[src/rtl/showahead_sync_fifo_wm.sv]
// Single-clock show-ahead FIFO using all DEPTH entries, with watermarks, flush and occupancy count.
// Latency: write at edge k is visible on oRD_DATA (and !oRD_EMPTY) after edge k; the head is combinational.
// Backpressure: writes are dropped when full unless a same-cycle read frees the slot; reads are dropped when empty.
//
// Ports:
//   iCLOCK, inRESET (async, active low), iRESET_SYNC (sync flush, active high)
//   iWR_EN/iWR_DATA in, oWR_FULL/oWR_ALMOST_FULL out
//   iRD_EN in, oRD_DATA/oRD_EMPTY/oRD_ALMOST_EMPTY out, oCOUNT out (0..DEPTH)
//   With SHOWAHEAD_SYNC_FIFO_ERR_EN defined: iERR_CLEAR in, oERR_OVERFLOW/oERR_UNDERFLOW out (sticky)
module showahead_sync_fifo_wm #(
    parameter int N        = 16,
    parameter int DEPTH    = 16,
    parameter int D_N      = 4,
    parameter int AF_LEVEL = 12,
    parameter int AE_LEVEL = 2
) (
    input  logic         iCLOCK,
    input  logic         inRESET,
    input  logic         iRESET_SYNC,
    input  logic         iWR_EN,
    input  logic [N-1:0] iWR_DATA,
    output logic         oWR_FULL,
    output logic         oWR_ALMOST_FULL,
    input  logic         iRD_EN,
    output logic [N-1:0] oRD_DATA,
    output logic         oRD_EMPTY,
    output logic         oRD_ALMOST_EMPTY,
    output logic [D_N:0] oCOUNT
`ifdef SHOWAHEAD_SYNC_FIFO_ERR_EN
    ,
    input  logic         iERR_CLEAR,
    output logic         oERR_OVERFLOW,
    output logic         oERR_UNDERFLOW
`endif
);

    localparam logic [D_N:0] DEPTH_C = DEPTH[D_N:0];
    localparam logic [D_N:0] AF_C    = AF_LEVEL[D_N:0];
    localparam logic [D_N:0] AE_C    = AE_LEVEL[D_N:0];
    localparam logic [D_N:0] ZERO_C  = '0;
    localparam logic [D_N:0] ONE_C   = {{D_N{1'b0}}, 1'b1};

    // Pointers carry one extra wrap bit so the modular difference spans 0..DEPTH.
    logic [D_N:0] wr_ptr;
    logic [D_N:0] rd_ptr;
    logic [D_N:0] count;
    logic [N-1:0] mem [DEPTH];

    logic full;
    logic empty;
    logic rd_acc;
    logic wr_acc;

    assign count = wr_ptr - rd_ptr;
    assign full  = (count == DEPTH_C);
    assign empty = (count == ZERO_C);

    assign rd_acc = iRD_EN && !empty;
    // At full a simultaneous pop frees the slot being written into.
    assign wr_acc = iWR_EN && (!full || iRD_EN);

    always_ff @(posedge iCLOCK or negedge inRESET) begin
        if (!inRESET) begin
            wr_ptr <= '0;
            rd_ptr <= '0;
        end else if (iRESET_SYNC) begin
            wr_ptr <= '0;
            rd_ptr <= '0;
        end else begin
            if (wr_acc) wr_ptr <= wr_ptr + ONE_C;
            if (rd_acc) rd_ptr <= rd_ptr + ONE_C;
        end
    end

    // Storage is not reset; a flush only moves the pointers.
    always_ff @(posedge iCLOCK) begin
        if (wr_acc && !iRESET_SYNC) begin
            mem[wr_ptr[D_N-1:0]] <= iWR_DATA;
        end
    end

    assign oRD_DATA         = mem[rd_ptr[D_N-1:0]];
    assign oRD_EMPTY        = empty;
    assign oWR_FULL         = full;
    assign oWR_ALMOST_FULL  = (count >= AF_C);
    assign oRD_ALMOST_EMPTY = (count <= AE_C);
    assign oCOUNT           = count;

`ifdef SHOWAHEAD_SYNC_FIFO_ERR_EN
    logic ovf_set;
    logic unf_set;
    logic err_ovf;
    logic err_unf;

    assign ovf_set = iWR_EN && full && !iRD_EN;
    // Any read request while empty counts, including the empty read+write case.
    assign unf_set = iRD_EN && empty;

    // Sticky flags; a new error in the clear cycle keeps the flag set.
    always_ff @(posedge iCLOCK or negedge inRESET) begin
        if (!inRESET) begin
            err_ovf <= 1'b0;
            err_unf <= 1'b0;
        end else begin
            if (ovf_set)         err_ovf <= 1'b1;
            else if (iERR_CLEAR) err_ovf <= 1'b0;
            if (unf_set)         err_unf <= 1'b1;
            else if (iERR_CLEAR) err_unf <= 1'b0;
        end
    end

    assign oERR_OVERFLOW  = err_ovf;
    assign oERR_UNDERFLOW = err_unf;
`endif

endmodule
[config.mk]
export PLATFORM = sky130hd
export DESIGN_NAME = showahead_sync_fifo_wm
export DESIGN_NICKNAME = d
export VERILOG_FILES = /design/src/rtl/showahead_sync_fifo_wm.sv
export SDC_FILE = /design/constraint.sdc
export NUM_CORES = 1
export LEC_CHECK = 0
export ABC_AREA = 1
export CAP_MARGIN = 10
export CORE_UTILIZATION = 45
export CTS_CLUSTER_DIAMETER = 40
export DETAILED_ROUTE_END_ITERATION = 8
export DONT_BUFFER_PORTS = 1
export PLACE_DENSITY_LB_ADDON = 0.2
export SLEW_MARGIN = 30
export SYNTH_ARGS = -nofsm -noshare
export SYNTH_HDL_FRONTEND = slang
export SYNTH_SLANG_ARGS = --single-unit
[constraint.sdc]
create_clock -name iCLOCK -period 5.1 [get_ports iCLOCK]
set_input_delay 1.53 -clock iCLOCK [delete_from_list [all_inputs] [get_ports iCLOCK]]
set_output_delay 1.53 -clock iCLOCK [all_outputs]
set_load 0.03 [all_outputs]
# Word level (Yosys, flattened, before mapping)
# Memories as Yosys holds them, arrays and structs flattened.
# Cells that the tools add are included.
dict set report word_totals {
  regBits 10
  ramBits 256
  input_bits 21
  out_inout_bits 25
  word_cells 25
  n_memories 1
}
# name depth width read_ports rd_ports_with_merged_regs write_ports line
set memory_table {}
lappend memory_table {mem 16 16 1 0 1 47} ;# logic [N-1:0] mem [DEPTH];
dict set report classes {
  n_addsub 3
  order_cmp 2
  eq_ne 1
  n_mux 6
  n_reduce_logical 10
}
# cell count
set ops {}
lappend ops {{two-way mux 5 bit} 4}
lappend ops {{adder 5 x 1 -> 5 bit, second input constant} 2}
lappend ops {{== test 5 bit, second input constant} 1}
lappend ops {{greater-or-equal comparator 5 x 4 -> 1 bit, second input constant} 1}
lappend ops {{<= comparator 5 x 2 -> 1 bit, second input constant} 1}
lappend ops {{zero test 5 bit} 1}
lappend ops {{subtractor 5 bit} 1}
lappend ops {{nonzero test 2 bit} 2}
lappend ops {{logical AND 1 bit} 3}
lappend ops {{zero test 1 bit} 3}
lappend ops {{two-way mux 1 bit} 2}
lappend ops {{logical OR 1 bit} 1}

# Logic depth before layout (Yosys ltp)
dict set report logic_depth {
  word_depth 8
  ltp_mapped 13
  ltp_nobuf 12
}

# Worst setup path after synthesis
# Ideal clock, no wire load.
dict set report synth_path {
  path_type {register to output}
  startpoint {register rd_ptr[1]}
  endpoint {output oWR_FULL}
  arrival_time_ps 2660
  required_time_ps 3570
  setup_slack_ps 910
  path_stages_with_launch 10
  n_path_buf 2
  path_cell_list {dfrtp_1 > buf_2 > inv_1 > clkbuf_1 > ha_1 > nand3_1 > nand3_1 > nand2_1 > inv_1 > nor4_1}
}
dict set report synth_via {
  elab_chain_cells 2
}
# element line
set synth_lines {}
lappend synth_lines {{start, declared} 45} ;# logic [D_N:0] rd_ptr;
lappend synth_lines {{start signal, assigned} 71} ;# if (rd_acc) rd_ptr <= rd_ptr + ONE_C;
lappend synth_lines {{subtractor 5 bit} 54} ;# assign count = wr_ptr - rd_ptr;
lappend synth_lines {{net oCOUNT[3]} 28} ;# output logic [D_N:0] oCOUNT
lappend synth_lines {{== test 5 bit} 55} ;# assign full = (count == DEPTH_C);
lappend synth_lines {{end, declared} 22} ;# output logic oWR_FULL,
# The timed path passes the listed nets, and every way through them passes these cells.

# Final worst setup path
# Ends and elaborated chain as after synthesis.

==> flow_summary_export.csv <==
group,metric,value,unit
status,status,"finished, final reports clean",
setup_path,critPathKind,"reg -> out",
power_and_ir_drop,vdd_drop_max,0.0003702,V
hold_path,worstHoldPathType,"reg -> reg",
placed_design,dp_hpwl,14.72,mm
setup_path,startpoint_type,"flip-flop",
setup_path,slowest_delay,0.73,ns
timing,fmax,0.2179,GHz
floorplanning,die_w,157.3,um
global_route,grt_use_met2,0.3683,
timing,slew_headroom,0.4321,
cells_and_area,fin_cells,1200,
floorplanning,ios,46,
timing,fin_crit,4.589,ns
setup_path,worstPathArrival,3.06,ns
route,drc_errors,0,
synthesis,synthFlopType,"edfxtp_1",
route,routedWlPerCell,21.95,um
clock_tree,clockBufferDepth,3,
floorplanning,fp.dieArea,24730,um^2
global_route,gr-usage-met3,0.04708,
global_route,grt_pass1_wl,39.44,mm
clock_tree,cts_buffers,35,
floorplanning,start_util,0.4607,
global_route,first_global_vias,6625,
timing,hold_viol,0,
clock_tree,worstSkewPairLatency,0.51,ns
global_route,grt.total_usage,0.2192,
synthesis,synth-edff-count,256,
clock_tree,clk_pin_slew,0.05,ns
hold_path,min-delay-start,"rd_ptr[3]$_DFFE_PN0P_",
timing,tightestPinTransition,0.8467,ns
synthesis,synth_area,10850,um^2
job,max_cap_violations,0,
setup_path,startpoint,"rd_ptr[1]$_DFFE_PN0P_",
clock_tree,clock-sinks,266,
cells_and_area,final_common_cell,"edfxtp_1",
floorplanning,rows,56,
timing,fin_setup_tns,0,ns
cells_and_area,layout_common_cells,"256 x edfxtp_1, 137 x nor2_1, 118 x o21ai_0",
global_route,antenna_found_initial,0,
clock_tree,hold_buffers,0,
timing,holdWs,0.6071,ns
route,vias,6920,
timing,drv_slew,0,
synthesis,netlist_instances,843,
route,wl,26.34,mm
cells_and_area,multi_input_area,2620,um^2
floorplanning,fp.dieH,157.3,um
synthesis,yosysUniqueCellTypes,33,
clock_tree,post_cts_buffers,0,
cells_and_area,area_growth,15.01,%
global_route,grt_max_degree,133,
timing,post-route-period-util,0.8998,
setup_path,path_max_fanout,29,
clock_tree,root_buffer,"clkbuf_16",
setup_path,r2r_start,"rd_ptr[2]$_DFFE_PN0P_",
route,ant_nets,0,
power_and_ir_drop,p_per_area,514.1,nW/um^2
synthesis,async_reset_ff_frac,0.03759,
clock_tree,cts_tree,"yes",
timing,setup_viol,0,
cells_and_area,final_nets,885,
synthesis,ys_warn_count,0,
placed_design,dp.cells,1136,
global_route,grt-busiest-layer,"met2",
setup_path,cp-end-kind,"output pin",
placed_design,io_buffers,0,
route,dr.pass1.iters,5,
setup_path,cp_common_cell,"nand2_1",
synthesis,syn-num-nets,874,
clock_tree,cts_resized,0,
cells_and_area,antennaDiodeCount,0,
global_route,gr-total-overflow,0,
timing,rsz0062_at_grt,"no",
synthesis,synth-seq-area-share,0.7318,
cells_and_area,drive_above_1_share,0.1328,
placed_design,gp_congestion,0.8613,
timing,skew,0.01927,ns
setup_path,slowest_stage,"dfrtp_2",
cells_and_area,fin_util,0.5299,
clock_tree,htreeDepth,2,
setup_path,crit_required,3.57,ns
synthesis,synth_area_per_cell,12.87,um^2
floorplanning,core,23540,um^2
synthesis,ys_seq_elements,266,
cells_and_area,seqCellArea,7943,um^2
route,dr.first_iter.drc_count,690,
route,routed_via_density,5.767,
global_route,grt_util_met1,0.2792,
power_and_ir_drop,total_leakage_power,4.196,nW
cells_and_area,fillerInstances,1923,
setup_path,crit_chain,"inv_1 -> buf_4 -> ha_1 -> nand3_1 -> nand2_1 -> nand2_1 -> nand2_1 -> inv_1 -> nor4_1 -> buf_4",
setup_path,rrSetupSlack,1.32,ns
flip-flops by register name (all words and copies together) (netlist names):
register / flops
mem: 256
rd_ptr: 5
wr_ptr: 5
worst max-delay path: cells and delay by family (launching register included):
family	cells	cell delay, ns
adders and majority gates	1	0.31
and+or+nand+nor	5	0.70
DFF	1	0.73
buffers and inverters	4	0.78
routing by layer:
layer / share of wire / up-vias / wire length [um]
li1: - / 3153 / -
met1: 0.41 / 3481 / 10860
met2: 0.50 / 223 / 13070
met3: 0.061 / 63 / 1620
met4: 0.030 / 0 / 789
met5: 0 / - / 0
power breakdown:
group / leakage (nW) / internal (mW) / switching [mW] / total, mW
logic: 1.17 / 0.370 / 1.09 / 1.46
registers: 2.44 / 2.43 / 0.0406 / 2.47
clock network: 0.583 / 1.53 / 0.954 / 2.48
total: 4.20 / 4.33 / 2.08 / 6.41
cell type report:
cell class / count / share of cell area
Clock inverter: 26 / 0.02377
Clock buffer: 38 / 0.07282
Tap cell: 319 / 0.03200
Sequential cell: 266 / 0.6367
Multi-Input combinational cell: 503 / 0.2100
Inverter: 21 / 0.006419
Timing Repair Buffer: 27 / 0.01825
synthesized netlist by cell type, types with 2 or more instances:
master	count	area share
buf_6	4	0.0042
a21oi_1	2	0.00092
ha_1	9	0.010
dfrtp_1	10	0.023
buf_4	2	0.0014
o211ai_1	10	0.0069
o221ai_1	22	0.018
xnor2_1	2	0.0016
buf_1	3	0.0010
nand4_1	10	0.0058
inv_1	17	0.0059
buf_2	11	0.0051
clkbuf_1	33	0.011
nor2_1	153	0.053
clkinv_1	2	0.00069
edfxtp_1	256	0.71
xor2_1	6	0.0048
nor4_1	2	0.0012
nand3_1	42	0.019
o21ai_0	118	0.054
nand2_1	69	0.024
o21ai_1	10	0.0046
inv_2	2	0.00069
o22ai_1	37	0.021
nand2_2	3	0.0017
kinds of logic (layout without fill, tap and decap cells):
group	Yosys count	after routing	synth area share
AOI/OAI and AO/OA	199	199	0.1060
xor gates and xnor gates	9	9	0.007960
adders and majority gates	10	10	0.01223
buffers and inverters	74	112	0.03034
DFF	266	266	0.7318
and+or+nand+nor	285	285	0.1117
through the flow:
stage	total power, mW	area (um^2)	setup WS [ns]
floorplan	3.642	10850	0.9099
global route	6.658	12470	0.3222
finish	6.413	12470	0.5109
global placement	3.928	11270	1.174
CTS	6.444	12470	0.5316
detailed placement	3.972	11270	1.074
final timing paths:
| kind | endpoint | depth (start not counted) |
|---|---|---|
| worst max-delay path | oWR_FULL | 10 |
| worst min-delay path | rd_ptr[3]$_DFFE_PN0P_ | 2 |
| worst max register to register | mem[15][1]$_DFFE_PP_ | 8 |
| worst min register to register | rd_ptr[3]$_DFFE_PN0P_ | 2 |
| max in group asynchronous | rd_ptr[0]$_DFFE_PN0P_ | 0 |
| min in group asynchronous | wr_ptr[4]$_DFFE_PN0P_ | 0 |
Power figures use the tool's default switching activity.
